File: src/rtl/dircc_node_mem_port2_arbiter.sv
`default_nettype none
// ============================================================================
// Module   : dircc_node_mem_port2_arbiter
// Purpose  : Round-robin arbiter sharing the 16-bit s2 port of a node's
//            dual-port processing memory between the inbound packet writer
//            (requester 0) and the outbound packet reader (requester 1).
//            One s2 access per cycle; read data returns one cycle after the
//            grant to the requester that issued the read.
// Options  : DIRCC_MEM_ARB_BOUNDS_EN - reject addresses >= DEPTH, flag
//            rejected reads with rerr and count rejects in err_count.
// Revision : 1.0 - initial release
// ============================================================================
module dircc_node_mem_port2_arbiter #(
    parameter int DEPTH = 10000,
    parameter int AW    = 14
) (
    input  logic          clk,
    input  logic          reset,
    input  logic          freeze,

    input  logic          req0_valid,
    input  logic          req0_write,
    input  logic [AW-1:0] req0_addr,
    input  logic [15:0]   req0_wdata,
    input  logic [1:0]    req0_be,
    output logic          req0_gnt,
    output logic          req0_rvalid,
    output logic [15:0]   req0_rdata,
`ifdef DIRCC_MEM_ARB_BOUNDS_EN
    output logic          req0_rerr,
`endif

    input  logic          req1_valid,
    input  logic          req1_write,
    input  logic [AW-1:0] req1_addr,
    input  logic [15:0]   req1_wdata,
    input  logic [1:0]    req1_be,
    output logic          req1_gnt,
    output logic          req1_rvalid,
    output logic [15:0]   req1_rdata,
`ifdef DIRCC_MEM_ARB_BOUNDS_EN
    output logic          req1_rerr,
`endif

    output logic          mem_chipselect2,
    output logic          mem_write2,
    output logic [AW-1:0] mem_address2,
    output logic [15:0]   mem_writedata2,
    output logic [1:0]    mem_byteenable2,
    output logic          mem_clken2,
    input  logic [15:0]   mem_readdata2,

    output logic [7:0]    err_count
);

    // One extra bit so DEPTH == 2**AW still compares correctly.
    localparam logic [AW:0] c_DEPTH = (AW+1)'(DEPTH);

    logic          r_prio;
    logic          r_rd_pend;
    logic          r_rd_id;
    logic [AW-1:0] r_addr;
    logic [15:0]   r_wdata;
    logic [1:0]    r_be;

    logic          w_gnt0;
    logic          w_gnt1;
    logic          w_any;
    logic          w_sel_write;
    logic [AW-1:0] w_sel_addr;
    logic [15:0]   w_sel_wdata;
    logic [1:0]    w_sel_be;
    logic          w_addr_ok;
    logic          w_in_range;
    logic          w_cs;
    logic          w_rv0;
    logic          w_rv1;
    logic [15:0]   w_rdata;

    // Grant: a lone requester wins outright, under contention prio decides.
    always_comb begin
        w_gnt0 = 1'b0;
        w_gnt1 = 1'b0;
        if (!reset && !freeze) begin
            w_gnt0 = req0_valid && (!req1_valid || (r_prio == 1'b0));
            w_gnt1 = req1_valid && (!req0_valid || (r_prio == 1'b1));
        end
    end

    assign w_any       = w_gnt0 | w_gnt1;
    assign w_sel_write = w_gnt1 ? req1_write : req0_write;
    assign w_sel_addr  = w_gnt1 ? req1_addr  : req0_addr;
    assign w_sel_wdata = w_gnt1 ? req1_wdata : req0_wdata;
    assign w_sel_be    = w_gnt1 ? req1_be    : req0_be;
    assign w_addr_ok   = ({1'b0, w_sel_addr} < c_DEPTH);

`ifdef DIRCC_MEM_ARB_BOUNDS_EN
    logic       r_rd_err;
    logic [7:0] r_err_count;

    assign w_in_range = w_addr_ok;

    // Track the error flag of an issued read and count rejected accesses.
    always_ff @(posedge clk) begin
        if (reset) begin
            r_rd_err    <= 1'b0;
            r_err_count <= 8'd0;
        end else begin
            r_rd_err <= !w_in_range;
            if (w_any && !w_in_range && (r_err_count != 8'hFF)) begin
                r_err_count <= r_err_count + 8'd1;
            end
        end
    end

    assign w_rdata   = r_rd_err ? 16'd0 : mem_readdata2;
    assign req0_rerr = w_rv0 & r_rd_err;
    assign req1_rerr = w_rv1 & r_rd_err;
    assign err_count = r_err_count;
`else
    // Range check is not applied in this build; keep the compare referenced.
    logic w_unused_addr_ok;
    assign w_unused_addr_ok = w_addr_ok;
    assign w_in_range = 1'b1;
    assign w_rdata    = mem_readdata2;
    assign err_count  = 8'd0;
`endif

    assign w_cs = w_any & w_in_range;

    // Priority pointer, read-return pipeline and held memory fields.
    always_ff @(posedge clk) begin
        if (reset) begin
            r_prio    <= 1'b0;
            r_rd_pend <= 1'b0;
            r_rd_id   <= 1'b0;
            r_addr    <= '0;
            r_wdata   <= 16'd0;
            r_be      <= 2'd0;
        end else begin
            if (w_gnt0) begin
                r_prio <= 1'b1;
            end else if (w_gnt1) begin
                r_prio <= 1'b0;
            end
            r_rd_pend <= w_any && !w_sel_write;
            r_rd_id   <= w_gnt1;
            if (w_any) begin
                r_addr  <= w_sel_addr;
                r_wdata <= w_sel_wdata;
                r_be    <= w_sel_be;
            end
        end
    end

    assign req0_gnt        = w_gnt0;
    assign req1_gnt        = w_gnt1;

    // Response for a read issued last cycle; suppressed while in reset.
    assign w_rv0           = !reset && r_rd_pend && !r_rd_id;
    assign w_rv1           = !reset && r_rd_pend &&  r_rd_id;
    assign req0_rvalid     = w_rv0;
    assign req1_rvalid     = w_rv1;
    assign req0_rdata      = w_rv0 ? w_rdata : 16'd0;
    assign req1_rdata      = w_rv1 ? w_rdata : 16'd0;

    assign mem_chipselect2 = w_cs;
    assign mem_write2      = w_cs & w_sel_write;
    assign mem_address2    = w_any ? w_sel_addr  : r_addr;
    assign mem_writedata2  = w_any ? w_sel_wdata : r_wdata;
    assign mem_byteenable2 = w_any ? w_sel_be    : r_be;
    assign mem_clken2      = 1'b1;

endmodule
`default_nettype wire

File: config.mk
export PLATFORM = sky130hd
export DESIGN_NAME = dircc_node_mem_port2_arbiter
export DESIGN_NICKNAME = d
export VERILOG_FILES = /design/src/rtl/dircc_node_mem_port2_arbiter.sv
export SDC_FILE = /design/constraint.sdc
export NUM_CORES = 1
export LEC_CHECK = 0
export ABC_AREA = 1
export ABC_CLOCK_PERIOD_IN_PS = 1960
export CAP_MARGIN = 20
export CORE_MARGIN = 2
export CORE_UTILIZATION = 33
export CTS_BUF_LIST = sky130_fd_sc_hd__clkbuf_16
export CTS_CLUSTER_SIZE = 24
export DETAILED_ROUTE_END_ITERATION = 6
export PLACE_DENSITY_LB_ADDON = 0.1
export SETUP_SLACK_MARGIN = 0.02
export SYNTH_ARGS = -nofsm -noshare
export SYNTH_HDL_FRONTEND = slang
export SYNTH_SLANG_ARGS = --single-unit
File: constraint.sdc
create_clock -name clk -period 1.96 [get_ports clk]
set_input_delay 0.49 -clock clk [delete_from_list [all_inputs] [get_ports clk]]
set_output_delay 0.49 -clock clk [all_outputs]
set_load 0.005 [all_outputs]
# ---- After elaboration in Yosys (flattened, before gate mapping)
# Index checks and enable logic that the tools add are counted.
dict set report word_totals {
  reg_bits 35
  input_bits 87
  output_inout_bits 79
  word_cells 38
}
dict set report op_classes {
  mux 13
  n_bitwise 3
  n_reduce_logical 16
}
# cell n
set ops {}
lappend ops {{$mux 16} 4}
lappend ops {{$mux 14} 2}
lappend ops {{$logic_and 1x1->1} 7}
lappend ops {{$logic_not 1->1} 6}
lappend ops {{$mux 1} 5}
lappend ops {{$mux 2} 2}
lappend ops {{$logic_or 1x1->1} 2}
lappend ops {{$reduce_bool 2->1} 1}
lappend ops {{$and 1x1->1} 1}
lappend ops {{$not 1->1} 1}
lappend ops {{$or 1x1->1} 1}

# ---- Depth between registers and ports, before layout
dict set report logic_depth {
  depth_word 7
  depth_mapped 8
  depth_no_buf 7
}

# ---- Least setup slack after synthesis
# No wires, ideal clock.
dict set report synth_path {
  path_kind {input -> output}
  from {input reset}
  to {output req0_rdata[10]}
  arrival_ps 1367
  required_time_ps 1470
  slack_ps 103
  path_stages 5
  n_path_buf 2
  cell_sequence {buf_6 nor3_1 inv_1 clkbuf_1 nor2_1}
}
dict set report synth_via {
  elab_chain_len 4
}
# element line_no
set synth_lines {}
lappend synth_lines {{from (decl)} 18} ;# input logic reset,
lappend synth_lines {{$logic_not 1->1} 160} ;# assign w_rv0 = !reset && r_rd_pend && !r_rd_id;
lappend synth_lines {{$logic_and 1x1->1 (2 in series)} 160}
lappend synth_lines {{via req0_rvalid} 27} ;# output logic req0_rvalid,
lappend synth_lines {{$mux 16} 164} ;# assign req0_rdata = w_rv0 ? w_rdata : 16'd0;
lappend synth_lines {{to (decl)} 28} ;# output logic [15:0] req0_rdata,
# The timed path passes the listed nets, and every way through them passes these cells.

# ---- Worst setup path after layout
dict set report layout_path {
  from {input reset}
  to {output mem_byteenable2[0]}
}
dict set report layout_via {
  elab_chain_len 5
  elab_cells_between_ends 7
  classes_between {mux (4); bitwise (1); reduce/logical (2)}
}
# element line_no
set layout_lines {}
lappend layout_lines {{$logic_not 1->1 *} 84} ;# if (!reset && !freeze) begin
lappend layout_lines {{$logic_and 1x1->1 *} 84}
lappend layout_lines {{$mux 1} 84}
lappend layout_lines {{$mux 2 or $or 1x1->1 (tied branches)} {94, 90}}
lappend layout_lines {{$mux 2 *} -}
lappend layout_lines {{to (decl)} 49} ;# output logic [1:0] mem_byteenable2,
# Every way passes the cells marked *; elsewhere a longest branch is shown, timed or not.

==> flow_summary.toml <==
[detailed_routing]
viasPerCell = 4.673
routed-via-count = 3458
wire_per_inst_um = 14.24
drt_first_iter_violations = 101
drt_first_pass_iters = 4
drt_wl_total_um = 10540
drt.antenna.violating_nets = 0
drc = 0

[cts]
clock_sinks = 35
clkTransAtPathRegs_ps = 50
cts_hold_buffers = 0
cts_buffers = 5
clock_latency_ps = 270
clock_path_buffers = 2
cts_max_level = 2
cts-root-buf = "clkbuf_16"
cts_tree = "done"

[run_status]
status = "finished with violations"
violations = "setup timing"

[placed_design]
routabilityCongestion = 0.7886
post-dp-hpwl_um = 6120
portBuffers = 156
dpl_cell_area_um2 = 4310
pre_cts_slack_ps = -909.2

[cells_and_area]
final_nets = 732
fill_cells = 504
area_delta_synth_final_pct = 129.7
drive_above_1_share_pct = 44.41
antenna_cells = 0
fin_area_um2 = 5401

[critical_path]
endpoint_kind = "output port"
crit_type = "in2out"
cp-start-kind = "input pin"
ff2ff_path_depth = 14
ff2ff_setup_slack_ps = -30
cp_max_fo = 7
critical_path_arrival_ps = 1630
cp_data_required_time_ps = 1470

[timing]
rsz0062_at_grt = "true"
period_share_pct = 108.1
hold_viol = 0
period_needed_ps = 2119
finalMaxSlewViolations = 0
tns_ps = -3175
fmax_mhz = 471.9
setup_slack_ps = -159.3
setup_viol = 34
skew_ps = 8.602

[synth]
synth_edf_count = 0
synth.largest_area_cell = "dfxtp_1"
syn_inst = 398
yosysMostFrequentCell = "nand2_1"
avgSynthCellArea_um2 = 5.907
synth_commonest_cells = "101 x nand2_1, 88 x inv_1, 35 x dfxtp_1, 33 x a21oi_1, 33 x nor2_1"
yosys.area.top_type_share_pct = 29.80
ys_top_cells_by_area = "dfxtp_1 30%, nand2_1 16%, inv_1 14%"
yosysSeqAreaShare_pct = 29.80
ys_async_sr_fraction_pct = 0
yosys_warnings = 0
synth.distinct_cells = 20
synth-main-ff-cell = "dfxtp_1"
ys_ff_latch = 35
syn-cell-area_um2 = 2351

[pwr]
p_per_area_nw_per_um2 = 446.1
ir_drop_mv = 0.3447
p_leak_nw = 2.879

[global_route]
grt.total_usage_pct = 25.59
grt_pass1_wl_um = 15750
first_global_vias = 3316
gr-total-overflow = 0
grt_antenna_before_repair = 0
grt_max_degree = 28

[die]
num_rows = 30
io-pin-count = 166
die_w_um = 88.41
design.core.area_um2 = 6832
die_area_um2 = 7815
fp.dieH_um = 88.41
initial_core_util_pct = 34.41

[run]
max_cap_violations = 0

[min_path]
holdPathStages = 2
worstHoldPathType = "reg2reg"
sequential cells by signal, indices dropped and copies added (netlist names):
| name | count |
|---|---|
| r_rd_pend | 1 |
| r_rd_id | 1 |
| r_prio | 1 |
| r_be | 2 |
| r_wdata | 16 |
| r_addr | 14 |
per-stage QoR:
stage	std cells	total power [mW]	utilization, %	hold slack, ps
after floorplan	405	1.043	-	450.2
after detailed placement	677	1.470	63.10	466.5
after CTS	737	2.331	76.03	472.8
after global placement	677	1.462	63.10	458.0
final	740	2.409	79.07	473.7
after global routing	740	2.518	79.07	487.7
final timing paths:
path | startpoint | to
worst max register to register | r_prio | r_be[0]
worst max-delay path | reset | mem_byteenable2[0]
worst min register to register | r_addr[9] | r_addr[9]
worst min-delay path | r_addr[9] | r_addr[9]
what timing repair did:
action,in CTS,in global routing
resized for setup,330,107
setup endpoints to repair,70,53
gates cloned,6,0
pin swaps,39,33
buffers inserted,48,9
cells by family (layout without fill, tap and decap cells):
logic type	after synthesis	in the layout	synth area share, %
compound gates	34	34	7.345
flops	35	35	29.80
other cells	2	9	0.3194
simple gates	204	204	39.65
buf+inv	123	362	22.88
power by group:
group,switching [mW],internal (mW),total (mW)
registers,0.0218,0.752,0.774
clock network,0.266,0.455,0.721
logic,0.402,0.512,0.914
worst max-delay path, stage by stage:
cell and delay [ps]:
buf_12 110, nor2_8 140, nand3_4 140, nand2_8 110, buf_6 110, inv_8 40
buf_12 140, buf_6 110, nand2_4 50, nand2_2 40, buf_2 120
per-layer routing:
metal / vias to the layer above / global-route usage, % / wire length (um)
met5: - / 0 / 0
met4: 0 / 6.612 / 167
met3: 12 / 4.104 / 600
met2: 124 / 48.60 / 5705
met1: 1629 / 29.64 / 4066
li1: 1693 / - / -
layout by cell type, fill, tap and decap left out:
master,n
nand2_2,32
nor2_2,1
inv_8,1
clkinvlp_4,2
inv_1,83
dlygate4sd2_1,18
conb_1,9
inv_2,3
buf_12,11
nand2_8,1
buf_6,19
dfxtp_2,3
buf_4,82
clkdlybuf4s50_1,82
nor3_4,2
dfxtp_1,32
buf_16,3
nand2_1,39
nand3_2,27
nor2_8,1
clkbuf_16,5
nor2_1,32
a21oi_1,30
nand3_4,7
o31ai_1,1
clkbuf_2,10
inv_4,2
nand4_1,32
nand2_4,30
buf_2,38
a21oi_2,3
buf_8,3
cell type report:
type / instances / area (um2) / area share, %
Timing Repair inverter: 1 / 7.507 / 0.1390
Clock buffer: 5 / 125.1 / 2.316
Tap cell: 96 / 120.1 / 2.224
Clock inverter: 1 / 7.507 / 0.1390
Timing Repair Buffer: 266 / 2396 / 44.36
Sequential cell: 35 / 704.4 / 13.04
Multi-Input combinational cell: 247 / 1694 / 31.36
Inverter: 89 / 346.6 / 6.416
(Power assumes the default switching activity.)
